**src/rtl/dds_pkg.sv**
```systemverilog
// Shared DDS definitions: modulation mode codes and fixed-point helpers
// used by the modulation-offset path.
package dds_pkg;

    localparam logic [2:0] MODE_PM = 3'b011;
    localparam logic [2:0] MODE_FM = 3'b010;

    // Offset-binary to two's complement: flip the MSB of a w-bit word.
    function automatic logic [63:0] ob_to_signed(input logic [63:0] x, input int unsigned w);
        return x ^ (64'd1 << (w - 1));
    endfunction

    // Round half toward +inf while dropping 'shift' LSBs, then clamp to a
    // signed out_w-bit range. Caller truncates the result to out_w bits.
    function automatic logic signed [63:0] round_shift_sat(input logic signed [63:0] p,
                                                           input int unsigned      shift,
                                                           input int unsigned      out_w);
        logic signed [63:0] r;
        logic signed [63:0] max_v;
        logic signed [63:0] min_v;
        r     = (p + (64'sd1 <<< (shift - 1))) >>> shift;
        max_v = (64'sd1 <<< (out_w - 1)) - 64'sd1;
        min_v = -(64'sd1 <<< (out_w - 1));
        if (r > max_v) return max_v;
        if (r < min_v) return min_v;
        return r;
    endfunction

endpackage

```
**src/rtl/mod_scale_sat.sv**
```systemverilog
// One scaling lane: registered sample/deviation, registered signed product,
// then combinational round-half-up and saturation to OUT_W bits.
module mod_scale_sat
    import dds_pkg::*;
#(
    parameter int unsigned MOD_W = 16,
    parameter int unsigned DEV_W = 16,
    parameter int unsigned OUT_W = 12
) (
    input  logic             clk_100M,
    input  logic             rst_n,
    input  logic             en,
    input  logic [MOD_W-1:0] s,
    input  logic [DEV_W-1:0] dev,
    output logic [OUT_W-1:0] r
);

    localparam int unsigned PROD_W = MOD_W + DEV_W + 1;

    logic signed [MOD_W-1:0]  s_q;
    logic        [DEV_W-1:0]  dev_q;
    logic signed [PROD_W-1:0] prod_q;

    // Stage 1: capture the signed sample and its deviation word on a strobe.
    always_ff @(posedge clk_100M or negedge rst_n) begin
        if (!rst_n) begin
            s_q   <= '0;
            dev_q <= '0;
        end else if (en) begin
            s_q   <= $signed(s);
            dev_q <= dev;
        end
    end

    // Stage 2: signed sample times zero-extended (non-negative) deviation.
    always_ff @(posedge clk_100M or negedge rst_n) begin
        if (!rst_n) begin
            prod_q <= '0;
        end else begin
            prod_q <= PROD_W'(s_q) * PROD_W'($signed({1'b0, dev_q}));
        end
    end

    assign r = OUT_W'(round_shift_sat(64'(prod_q), MOD_W - 1, OUT_W));

endmodule

```
**src/rtl/mod_offset_gen.sv**
```systemverilog
// Modulation-offset generator: offset-binary sample -> scaled, rounded and
// saturated phase (PM) or frequency (FM) offset, three-cycle latency, with
// a pipeline flush whenever the mode input changes.
module mod_offset_gen #(
    parameter int unsigned MOD_W   = 16,
    parameter int unsigned DEV_W   = 16,
    parameter int unsigned PHASE_W = 12,
    parameter int unsigned FREQ_W  = 32,
    parameter logic [2:0]  MODE_PM = 3'b011,
    parameter logic [2:0]  MODE_FM = 3'b010
) (
    input  logic               clk_100M,
    input  logic               rst_n,
    input  logic [2:0]         mode,
    input  logic [MOD_W-1:0]   mod_sample,
    input  logic               mod_valid,
    input  logic [DEV_W-1:0]   pd,
    input  logic [DEV_W-1:0]   fd,
    output logic [PHASE_W-1:0] phase_ofs,
    output logic [FREQ_W-1:0]  freq_ofs,
    output logic               out_valid
);

    import dds_pkg::*;

    logic [2:0]         mode_q;
    logic [2:0]         mode1;
    logic [2:0]         mode2;
    logic               v1;
    logic               v2;
    logic               flush;
    logic [MOD_W-1:0]   s_in;
    logic [PHASE_W-1:0] r_pm;
    logic [FREQ_W-1:0]  r_fm;

    assign flush = (mode != mode_q);
    assign s_in  = MOD_W'(ob_to_signed(64'(mod_sample), MOD_W));

    // Valid/mode pipeline alongside the lanes; a mode change kills in-flight samples.
    always_ff @(posedge clk_100M or negedge rst_n) begin
        if (!rst_n) begin
            mode_q <= '0;
            mode1  <= '0;
            mode2  <= '0;
            v1     <= 1'b0;
            v2     <= 1'b0;
        end else begin
            mode_q <= mode;
            v1     <= mod_valid & ~flush;
            v2     <= v1 & ~flush;
            if (mod_valid) mode1 <= mode;
            if (v1)        mode2 <= mode1;
        end
    end

    mod_scale_sat #(
        .MOD_W (MOD_W),
        .DEV_W (DEV_W),
        .OUT_W (PHASE_W)
    ) u_pm_lane (
        .clk_100M (clk_100M),
        .rst_n    (rst_n),
        .en       (mod_valid),
        .s        (s_in),
        .dev      (pd),
        .r        (r_pm)
    );

    mod_scale_sat #(
        .MOD_W (MOD_W),
        .DEV_W (DEV_W),
        .OUT_W (FREQ_W)
    ) u_fm_lane (
        .clk_100M (clk_100M),
        .rst_n    (rst_n),
        .en       (mod_valid),
        .s        (s_in),
        .dev      (fd),
        .r        (r_fm)
    );

    // Output stage: flush forces zero and wins over a completing sample.
    always_ff @(posedge clk_100M or negedge rst_n) begin
        if (!rst_n) begin
            phase_ofs <= '0;
            freq_ofs  <= '0;
            out_valid <= 1'b0;
        end else if (flush) begin
            phase_ofs <= '0;
            freq_ofs  <= '0;
            out_valid <= 1'b0;
        end else if (v2) begin
            out_valid <= 1'b1;
            if (mode2 == MODE_PM) begin
                phase_ofs <= r_pm;
                freq_ofs  <= '0;
            end else if (mode2 == MODE_FM) begin
                phase_ofs <= '0;
                freq_ofs  <= r_fm;
            end else begin
                phase_ofs <= '0;
                freq_ofs  <= '0;
            end
        end else begin
            out_valid <= 1'b0;
        end
    end

endmodule

```
**config.mk**
```make
export PLATFORM = sky130hd
export DESIGN_NAME = mod_offset_gen
export DESIGN_NICKNAME = d
export VERILOG_FILES = /design/src/rtl/dds_pkg.sv /design/src/rtl/mod_scale_sat.sv /design/src/rtl/mod_offset_gen.sv
export SDC_FILE = /design/constraint.sdc
export NUM_CORES = 1
export LEC_CHECK = 0
export CORE_ASPECT_RATIO = 1.5
export CORE_MARGIN = 4
export CORE_UTILIZATION = 41
export CTS_CLUSTER_DIAMETER = 100
export DETAILED_ROUTE_END_ITERATION = 16
export MAX_ROUTING_LAYER = met4
export RECOVER_POWER = 50
export REMOVE_ABC_BUFFERS = 1
export SYNTH_ARGS = -nofsm -noshare
export SYNTH_HDL_FRONTEND = slang
export SYNTH_HIERARCHICAL = 1
export SYNTH_SLANG_ARGS = --single-unit
```
**constraint.sdc**
```tcl
create_clock -name clk_100M -period 7.4 [get_ports clk_100M]
set_input_delay 1.48 -clock clk_100M [delete_from_list [all_inputs] [get_ports clk_100M]]
set_output_delay 1.48 -clock clk_100M [all_outputs]
set_load 0.1 [all_outputs]
```
==> results.tsv, run 1 <==
metric	value	unit
outcome	finished, violations left	
failing checks	capacitance limit, slew limit	
Routed Antenna Nets	0	
HPWL Detailed	55050	um
cell with the most instances after synthesis	inv_1	
post-synthesis mux area share	3.413	%
Initial Utilization	41.60	%
H-tree Lvls	4	
IO Port Bufs	98	
Crit. End Element	register	
PostCTS Resize Cnt	0	
CTS Buf Count	17	
Slew Limit Fails	206	
library cells used by synthesis	80	
period utilisation layout	88.62	%
Max Cap Viol	3	
async set-reset flop share out of synthesis	100.0	%
Setup Buffers After CTS	0	
Clock Sinks	158	
cell count after placement	3308	
Hold WC Path Type	register to register	
FF-to-FF setup slack	0.84	ns
Ant. Diodes	0	
Mapped Avg Cell Area	9.562	um2
antenna violations before repair	0	
Worst-Margin Slew	5.306	ns
sequential area share after synthesis	16.32	%
largest net degree at the start of global routing	87	
largest cells by area after synthesis	fa_1 32%, dfrtp_1 16%, ha_1 12%	
Post-synth EDFFs	0	
clock buffer depth	2	
largest area contributor in the netlist	fa_1	
Setup Crit Path Kind	register to register	
Clk Tree Root Cell	clkbuf_16	
# IOs	99	
area grow syn2layout	8.655	%
simple-gate share of the synthesized area	16.20	%
Yosys warnings	6	
largest family of logic cells by synthesized area	adder cells	
Die Y	305.7	um
Synth Flop Type	dfrtp_1	
Fillers	5556	
vias in the first global route	20000	
post-route setup TNS	0	ns
CP max FO	10	
post-DR vias/cell	5.299	
Worst EP required	7.82	ns
Final Hold Vio Count	0	
total grt overflow	0	
post-synthesis cell count	2534	
final setup violation count	0	
Rel. slew slack	-253.7	%
gpl congestion	0.9325	
xor and xnor area share after synthesis	2.458	%
adder-cell share of the synthesized area	44.29	%
complex-gate fraction of the synthesized area	7.637	%
fin cells	3340	
synthesized area	24230	um2
Max Freq	152.5	MHz
element type at the critical path start	register	
worst hold margin	0.4969	ns
row cnt	108	
wire per inst	20.40	um
Synth top cells by count	465 x inv_1, 386 x fa_1, 316 x nand2_1	
first-pass GRT wire length	108800	um
gr usage total	23.09	%
clock latency on the worst-skew pair	0.48	ns
final worst path period need	6.558	ns
RSZ-0062 raised after global routing	false	
Remaining DRCs	0	
fin nets	3237	
CTS tree	yes	
top cell type's share of synthesized area	31.89	%
DRT iter0 DRCs	739	
Die Wd	206.5	um
TritonRoute pass-1 iters	5	
Reg clk slew, reported paths	0.08	ns
Placeable Area	58240	um2
share of post-route cells with drive strength above 1	7.704	%
#FFs+latches synth	158	
hold_buf cts	0	
arrival time worst endpoint	6.98	ns
die area	63130	um2
clk_skew	0.01571	ns
overall routed net length	68130	um
vias	17700	
[worst max-delay path, cell delays in order, from the launching register on]
cell      delay, ns
dfrtp_1        0.60
clkinv_1       0.51
nor2_1         0.32
fa_1           0.46
fa_1           0.53
fa_1           0.52
fa_1           0.53
fa_1           0.55
inv_1          0.05
fa_1           0.52
inv_1          0.04
ha_1           0.38
a21oi_1        0.33
o21ai_1        0.14
a211oi_2       0.33
a211oi_1       0.18
nor4b_1        0.33
a211o_1        0.14
[per-layer routing]
layer  part of all wire (%)  wire length, um  GRT usage (%)  vias up
li1                       -                -              -     7965
met4                    6.2             4200          12.42        0
met1                     34            23000          23.12     9074
met3                    3.0             2015          2.195      207
met2                     57            38920          43.37      454
met5                      0                0              -        -
[state kept, by name (all words and copies together), names as in the netlist]
name	flops
u_pm_lane/prod_q	19
phase_ofs	12
u_fm_lane/s_q	16
u_fm_lane/prod_q	19
u_pm_lane/s_q	16
freq_ofs	32
mode_q	3
mode2	3
mode1	3
u_fm_lane/dev_q	16
v1	1
v2	1
u_pm_lane/dev_q	16
out_valid	1
[kinds of logic after synthesis]
kind of cell,count (synthesis)
DFF,158
and+or+nand+nor,778
buffers and inverters,579
muxes,74
AOI/OAI and AO/OA,251
adders and majority gates,626
xor gates and xnor gates,68
[layout make-up]
class	instances	area (um2)	share of cell area, %
inverter	467	1753	6.658
clock inverter	13	168.9	0.6416
multi-input combinational	1797	17930	68.12
timing repair buffer	116	1100	4.178
sequential	158	3954	15.02
tap	770	963.4	3.660
clock buffer	19	452.9	1.720
[layout by cell type, fill, tap and decap left out, types with 24 or more instances in the layout]
cell type,n
a21oi_1,62
a22oi_2,28
and2_1,228
clkdlybuf4s50_1,93
dfrtp_1,158
fa_1,386
ha_1,240
inv_1,465
mux2_2,69
nand2_1,316
nand3_1,24
nand4_1,24
nor2_1,72
nor2_2,30
o21ai_0,26
xnor2_1,44
xor2_1,24
[final timing paths]
path / startpoint / end / depth (start not counted)
max in group asynchronous: rst_n / u_fm_lane/dev_q[15] / 1
max reg2reg: u_fm_lane/s_q[15] / u_fm_lane/prod_q[30] / 17
min in group asynchronous: rst_n / out_valid / 1
min reg2reg: mode1[2] / mode2[2] / 1
min: mode1[2] / mode2[2] / 1
max: u_fm_lane/s_q[15] / u_fm_lane/prod_q[30] / 17
[through the flow]
| step | utilization (%) | area (um2) | setup WS (ns) |
|---|---|---|---|
| 4_1_cts | 45.23 | 26340 | 0.7764 |
| 3_3_place_gp | 44.16 | 25720 | 0.8693 |
| 3_5_place_dp | 44.16 | 25720 | 0.7998 |
| 2_1_floorplan | - | 23640 | 1.868 |
| 5_1_grt | 45.20 | 26330 | 0.4227 |
| 6_report | 45.20 | 26330 | 0.8424 |
Power of run 1 is left out: the tool's default activity adds up to more than one toggle a clock period on the data nets, which glitch-free logic cannot reach.
==> inputs of run 2 (changes only) <==
- CORE_UTILIZATION: 41 -> 45
==> run 2 against run 1 <==
  * The flow still finishes with violations (capacitance limit, slew limit)
  * Non-clock buffer count shrank 7
  * Maximum frequency shrank 0.50%
  * Worst setup slack lost 0.033 ns
  * Core utilization grew 4.2 points
  * First-iteration DRC count grew 15%
  * Worst hold slack gained 0.020 ns
  * Sequential share of layout area grew 0.10 points
  * Via count shrank 0.69%
  * Flip-flop and latch count is the same
==> results.tsv, run 2 (synthesis gave the netlist of run 1 again) <==
metric	value	unit
outcome	finished, violations left	
failing checks	capacitance limit, slew limit	
largest net degree at the start of global routing	98	
DR WL met3	2013	um
Initial Utilization	45.74	%
Clock Sinks	158	
element type at the critical path start	register	
Worst-Margin Slew	4.633	ns
total grt overflow	0	
Slew Limit Fails	217	
final setup violation count	0	
Max Freq	151.7	MHz
H-tree Lvls	4	
vias in the first global route	19580	
Max Cap Viol	3	
post-DR vias/cell	5.413	
CP peak stage delay	0.63	ns
Routed Antenna Nets	0	
share of post-route cells with drive strength above 1	7.413	%
largest registers	freq_ofs x32, u_fm_lane/prod_q x19, u_pm_lane/prod_q x19	
fin cells	3247	
Worst EP required	7.80	ns
wire per inst	20.07	um
Setup Crit Path Kind	register to register	
DRT iter0 DRCs	848	
Die Wd	197.5	um
Die Y	292.2	um
fin nets	3230	
most frequent cells in the layout	465 x inv_1, 386 x fa_1, 316 x nand2_1, 240 x ha_1, 228 x and2_1	
HPWL Detailed	52080	um
CP max FO	10	
die area	57700	um2
post-route setup TNS	0	ns
clock buffer depth	2	
highest-delay cell along the critical path	dfrtp_1	
CP delay by family, top	adder cells	
Crit. End Element	register	
IO Port Bufs	98	
cell count after placement	3213	
clk_skew	0.02527	ns
clock latency on the worst-skew pair	0.48	ns
Hold WC Path Type	register to register	
RSZ-0062 raised after global routing	false	
wire length on met1	21970	um
Remaining DRCs	0	
antenna violations before repair	2	
Placeable Area	52970	um2
period utilisation layout	89.06	%
commonest non-fill, non-tap cell in the layout	inv_1	
gr usage total	23.89	%
# IOs	99	
CTS tree	yes	
crit-path cells	clkinv_1 > nor2_1 > fa_1 > fa_1 > fa_1 > fa_1 > fa_1 > inv_1 > fa_1 > inv_1 > ha_1 > a21oi_1 > o21ai_1 > a211oi_2 > a211oi_1 > nor4b_1 > a211o_1	
final worst path period need	6.590	ns
PostCTS Resize Cnt	0	
Final Hold Vio Count	0	
first-pass GRT wire length	104100	um
gpl congestion	0.9428	
area grow syn2layout	7.927	%
arrival time worst endpoint	6.99	ns
Largest Register	freq_ofs	
max reg flops	32	
Clk Tree Root Cell	clkbuf_16	
hold_buf cts	0	
DR top layer	met4	
Crit path top cell by count	fa_1	
CTS Buf Count	17	
overall routed net length	65180	um
TritonRoute pass-1 iters	5	
Setup Buffers After CTS	0	
Detail Route met2 WL	37620	um
Buf/Inv on CP	3	
vias	17580	
Reg clk slew, reported paths	0.07	ns
Rel. slew slack	-208.9	%
row cnt	103	
[run 2: per-layer routing]
layer  track usage, %  up-vias
met1            23.72     8981
met2            45.78      447
met4            11.73        0
met3            2.262      192
li1                 -     7957
met5                -        -
[run 2: area by class of cell]
type                    instances  area [um2]
diodes                          2       5.005
clock buffers                  18       429.2
clock inverters                14       167.7
fillers                      4931       26820
inverters                     467        1753
multi-input cells            1797       17930
flip-flops and latches        158        3954
well taps                     682       853.3
repair buffers                109        1054
[run 2: through the flow]
stage / hold WS [ns] / cell area, um2 / utilization [%] / worst slack [ns]
final: 0.5168 / 26150 / 49.37 / 0.8096
after global routing: 0.5310 / 26150 / 49.37 / 0.4565
after floorplan: 0.4749 / 23640 / - / 1.868
after global placement: 0.4980 / 25560 / 48.25 / 0.7789
after detailed placement: 0.5026 / 25560 / 48.25 / 0.8623
after CTS: 0.5199 / 26150 / 49.38 / 0.7944
[run 2: path summary, 6_finish.rpt]
check / start / to / slack, ns / cells after the start
min in group asynchronous: rst_n / freq_ofs[28] / 2.90 / 1
hold reg to reg: mode1[0] / mode2[0] / 0.52 / 1
hold / removal: mode1[0] / mode2[0] / 0.52 / 1
setup reg to reg: u_fm_lane/s_q[15] / u_fm_lane/prod_q[30] / 0.81 / 17
setup / recovery: u_fm_lane/s_q[15] / u_fm_lane/prod_q[30] / 0.81 / 17
max in group asynchronous: rst_n / u_pm_lane/dev_q[3] / 1.74 / 2
Power of run 2 is left out for the same reason.
==> inputs of run 3 (changes only) <==
- ABC_AREA: default -> 1
- CTS_BUF_LIST: default -> sky130_fd_sc_hd__clkbuf_16
- SKIP_LAST_GASP: default -> 1
==> run 3 against run 2 <==
  * Sequential share of layout area decreased by 0.82 points
  * Core utilization is 0.64 points lower
  * Worst hold slack worse by 0.038 ns
  * Largest cell class unchanged
  * Via count grew 15%
  * Synthesized area increased by 6.5%
  * The run still ends with capacitance limit, slew limit left
  * Critical path type unchanged
==> results.tsv, run 3 <==
metric	value	unit
largest registers	freq_ofs x32, u_fm_lane/prod_q x19, u_pm_lane/prod_q x19	
complex-gate fraction of the synthesized area	3.332	%
hold_buf cts	0	
wire per inst	15.94	um
die area	61300	um2
Routed Antenna Nets	0	
Initial Utilization	45.45	%
clock latency on the worst-skew pair	0.47	ns
CP max FO	10	
HPWL Detailed	51970	um
cell with the most instances after synthesis	nand2_1	
most frequent cells in the layout	875 x nand2_1, 861 x inv_1, 386 x fa_1, 240 x ha_1, 172 x nor2_1	
Clk Tree Root Cell	clkbuf_16	
Synth Flop Type	dfrtp_1	
TritonRoute pass-1 iters	6	
Die Wd	203.5	um
first-pass GRT wire length	108200	um
Ant. Diodes	0	
fin nets	3989	
post-DR vias/cell	4.937	
Die Y	301.2	um
final setup violation count	0	
share of post-route cells with drive strength above 1	3.914	%
DRT iter0 DRCs	1125	
Hold WC Path Type	register to register	
Yosys warnings	6	
Remaining DRCs	0	
Largest Register	freq_ofs	
xor and xnor area share after synthesis	1.567	%
total grt overflow	0	
Reg clk slew, reported paths	0.07	ns
Final Hold Vio Count	0	
Crit. End Element	register	
element type at the critical path start	register	
Setup Crit Path Kind	register to register	
# IOs	99	
CTS tree	yes	
period utilisation layout	85.81	%
IO Port Bufs	98	
Post-synth EDFFs	0	
Rel. slew slack	-172.4	%
vias	20160	
Detail Route met2 WL	32800	um
simple-gate share of the synthesized area	20.60	%
Placeable Area	56760	um2
Clock Sinks	158	
commonest non-fill, non-tap cell in the layout	nand2_1	
antenna violations before repair	0	
Setup Buffers After CTS	0	
Synth top cells by count	875 x nand2_1, 860 x inv_1, 386 x fa_1	
largest cells by area after synthesis	fa_1 30%, dfrtp_1 15%, nand2_1 13%	
Worst EP required	7.75	ns
sequential area share after synthesis	15.33	%
synthesized area	25800	um2
DR top layer	met4	
H-tree Lvls	4	
failing checks	capacitance limit, slew limit	
largest family of logic cells by synthesized area	adder cells	
top cell type's share of synthesized area	29.95	%
adder-cell share of the synthesized area	41.59	%
outcome	finished, violations left	
library cells used by synthesis	40	
CTS Buf Count	17	
Mapped Avg Cell Area	7.703	um2
gpl congestion	0.9411	
RSZ-0062 raised after global routing	false	
worst hold margin	0.4785	ns
wire length on met1	28220	um
post-route setup TNS	0	ns
DR WL met3	2467	um
gr usage total	22.57	%
clk_skew	0.01798	ns
final worst path period need	6.350	ns
max reg flops	32	
Max Freq	157.5	MHz
arrival time worst endpoint	6.70	ns
#FFs+latches synth	158	
async set-reset flop share out of synthesis	100.0	%
clock buffer depth	2	
overall routed net length	65090	um
post-synthesis cell count	3349	
largest area contributor in the netlist	fa_1	
area grow syn2layout	7.217	%
row cnt	107	
Max Cap Viol	4	
Slew Limit Fails	244	
PostCTS Resize Cnt	0	
vias in the first global route	21190	
post-synthesis mux area share	2.052	%
Worst-Margin Slew	4.086	ns
largest net degree at the start of global routing	81	
==> run 3: worst paths after layout <==
path | from | endpoint | slack [ns] | cells after the start
worst max register to register | u_fm_lane/s_q[15] | u_fm_lane/prod_q[30] | 1.05 | 19
max in group asynchronous | rst_n | u_pm_lane/prod_q[14] | 1.55 | 2
min in group asynchronous | rst_n | freq_ofs[14] | 1.60 | 1
worst min-delay path | mode1[1] | mode2[1] | 0.48 | 2
worst min register to register | mode1[1] | mode2[1] | 0.48 | 2
worst max-delay path | u_fm_lane/s_q[15] | u_fm_lane/prod_q[30] | 1.05 | 19
==> run 3: worst max-delay path, cell delays in order (launching register included) <==
cell	delay [ns]
dfrtp_1	0.68
clkinv_1	0.57
nor2_1	0.34
fa_1	0.48
fa_1	0.52
fa_1	0.51
fa_1	0.53
fa_1	0.55
inv_1	0.05
fa_1	0.52
inv_1	0.04
ha_1	0.35
a21oi_1	0.27
o21ai_1	0.17
a21oi_1	0.26
nor2_1	0.08
nor2_1	0.12
nand2_1	0.07
nand2_1	0.05
nand2_1	0.05
==> run 3: cell families (layout without fill, tap and decap cells) <==
| logic type | count (synthesis) | in the layout |
|---|---|---|
| compound gates | 160 | 160 |
| xor+xnor | 44 | 44 |
| fa+ha+maj | 626 | 626 |
| buf+inv | 1042 | 1014 |
| flops | 158 | 158 |
| mux | 47 | 47 |
| simple gates | 1272 | 1272 |
==> run 3: area by class of cell <==
class                           instances  area (um2)
Clock buffer                           17       425.4
Clock inverter                         14       145.1
Fill cell                            5845       29110
Inverter                              868        3258
Multi-Input combinational cell       2149       17840
Sequential cell                       158        3954
Tap cell                              763       954.7
Timing Repair Buffer                  115        1085
==> run 3: per-layer routing <==
layer / global-route usage (%) / vias up
met3: 2.270 / 105
met5: - / -
met1: 28.57 / 9855
met4: 6.380 / 0
met2: 38.82 / 455
li1: - / 9747
==> run 3: metrics by stage <==
stage	setup slack [ns]	cells	utilization (%)	cell area, um2
after floorplan	2.165	3175	-	25050
after global placement	1.092	4053	47.76	27110
after detailed placement	1.109	4053	47.76	27110
after CTS	1.084	4084	48.77	27680
after global routing	0.5244	4084	48.73	27660
final	1.050	4084	48.73	27660
Power of run 3 is left out for the same reason.
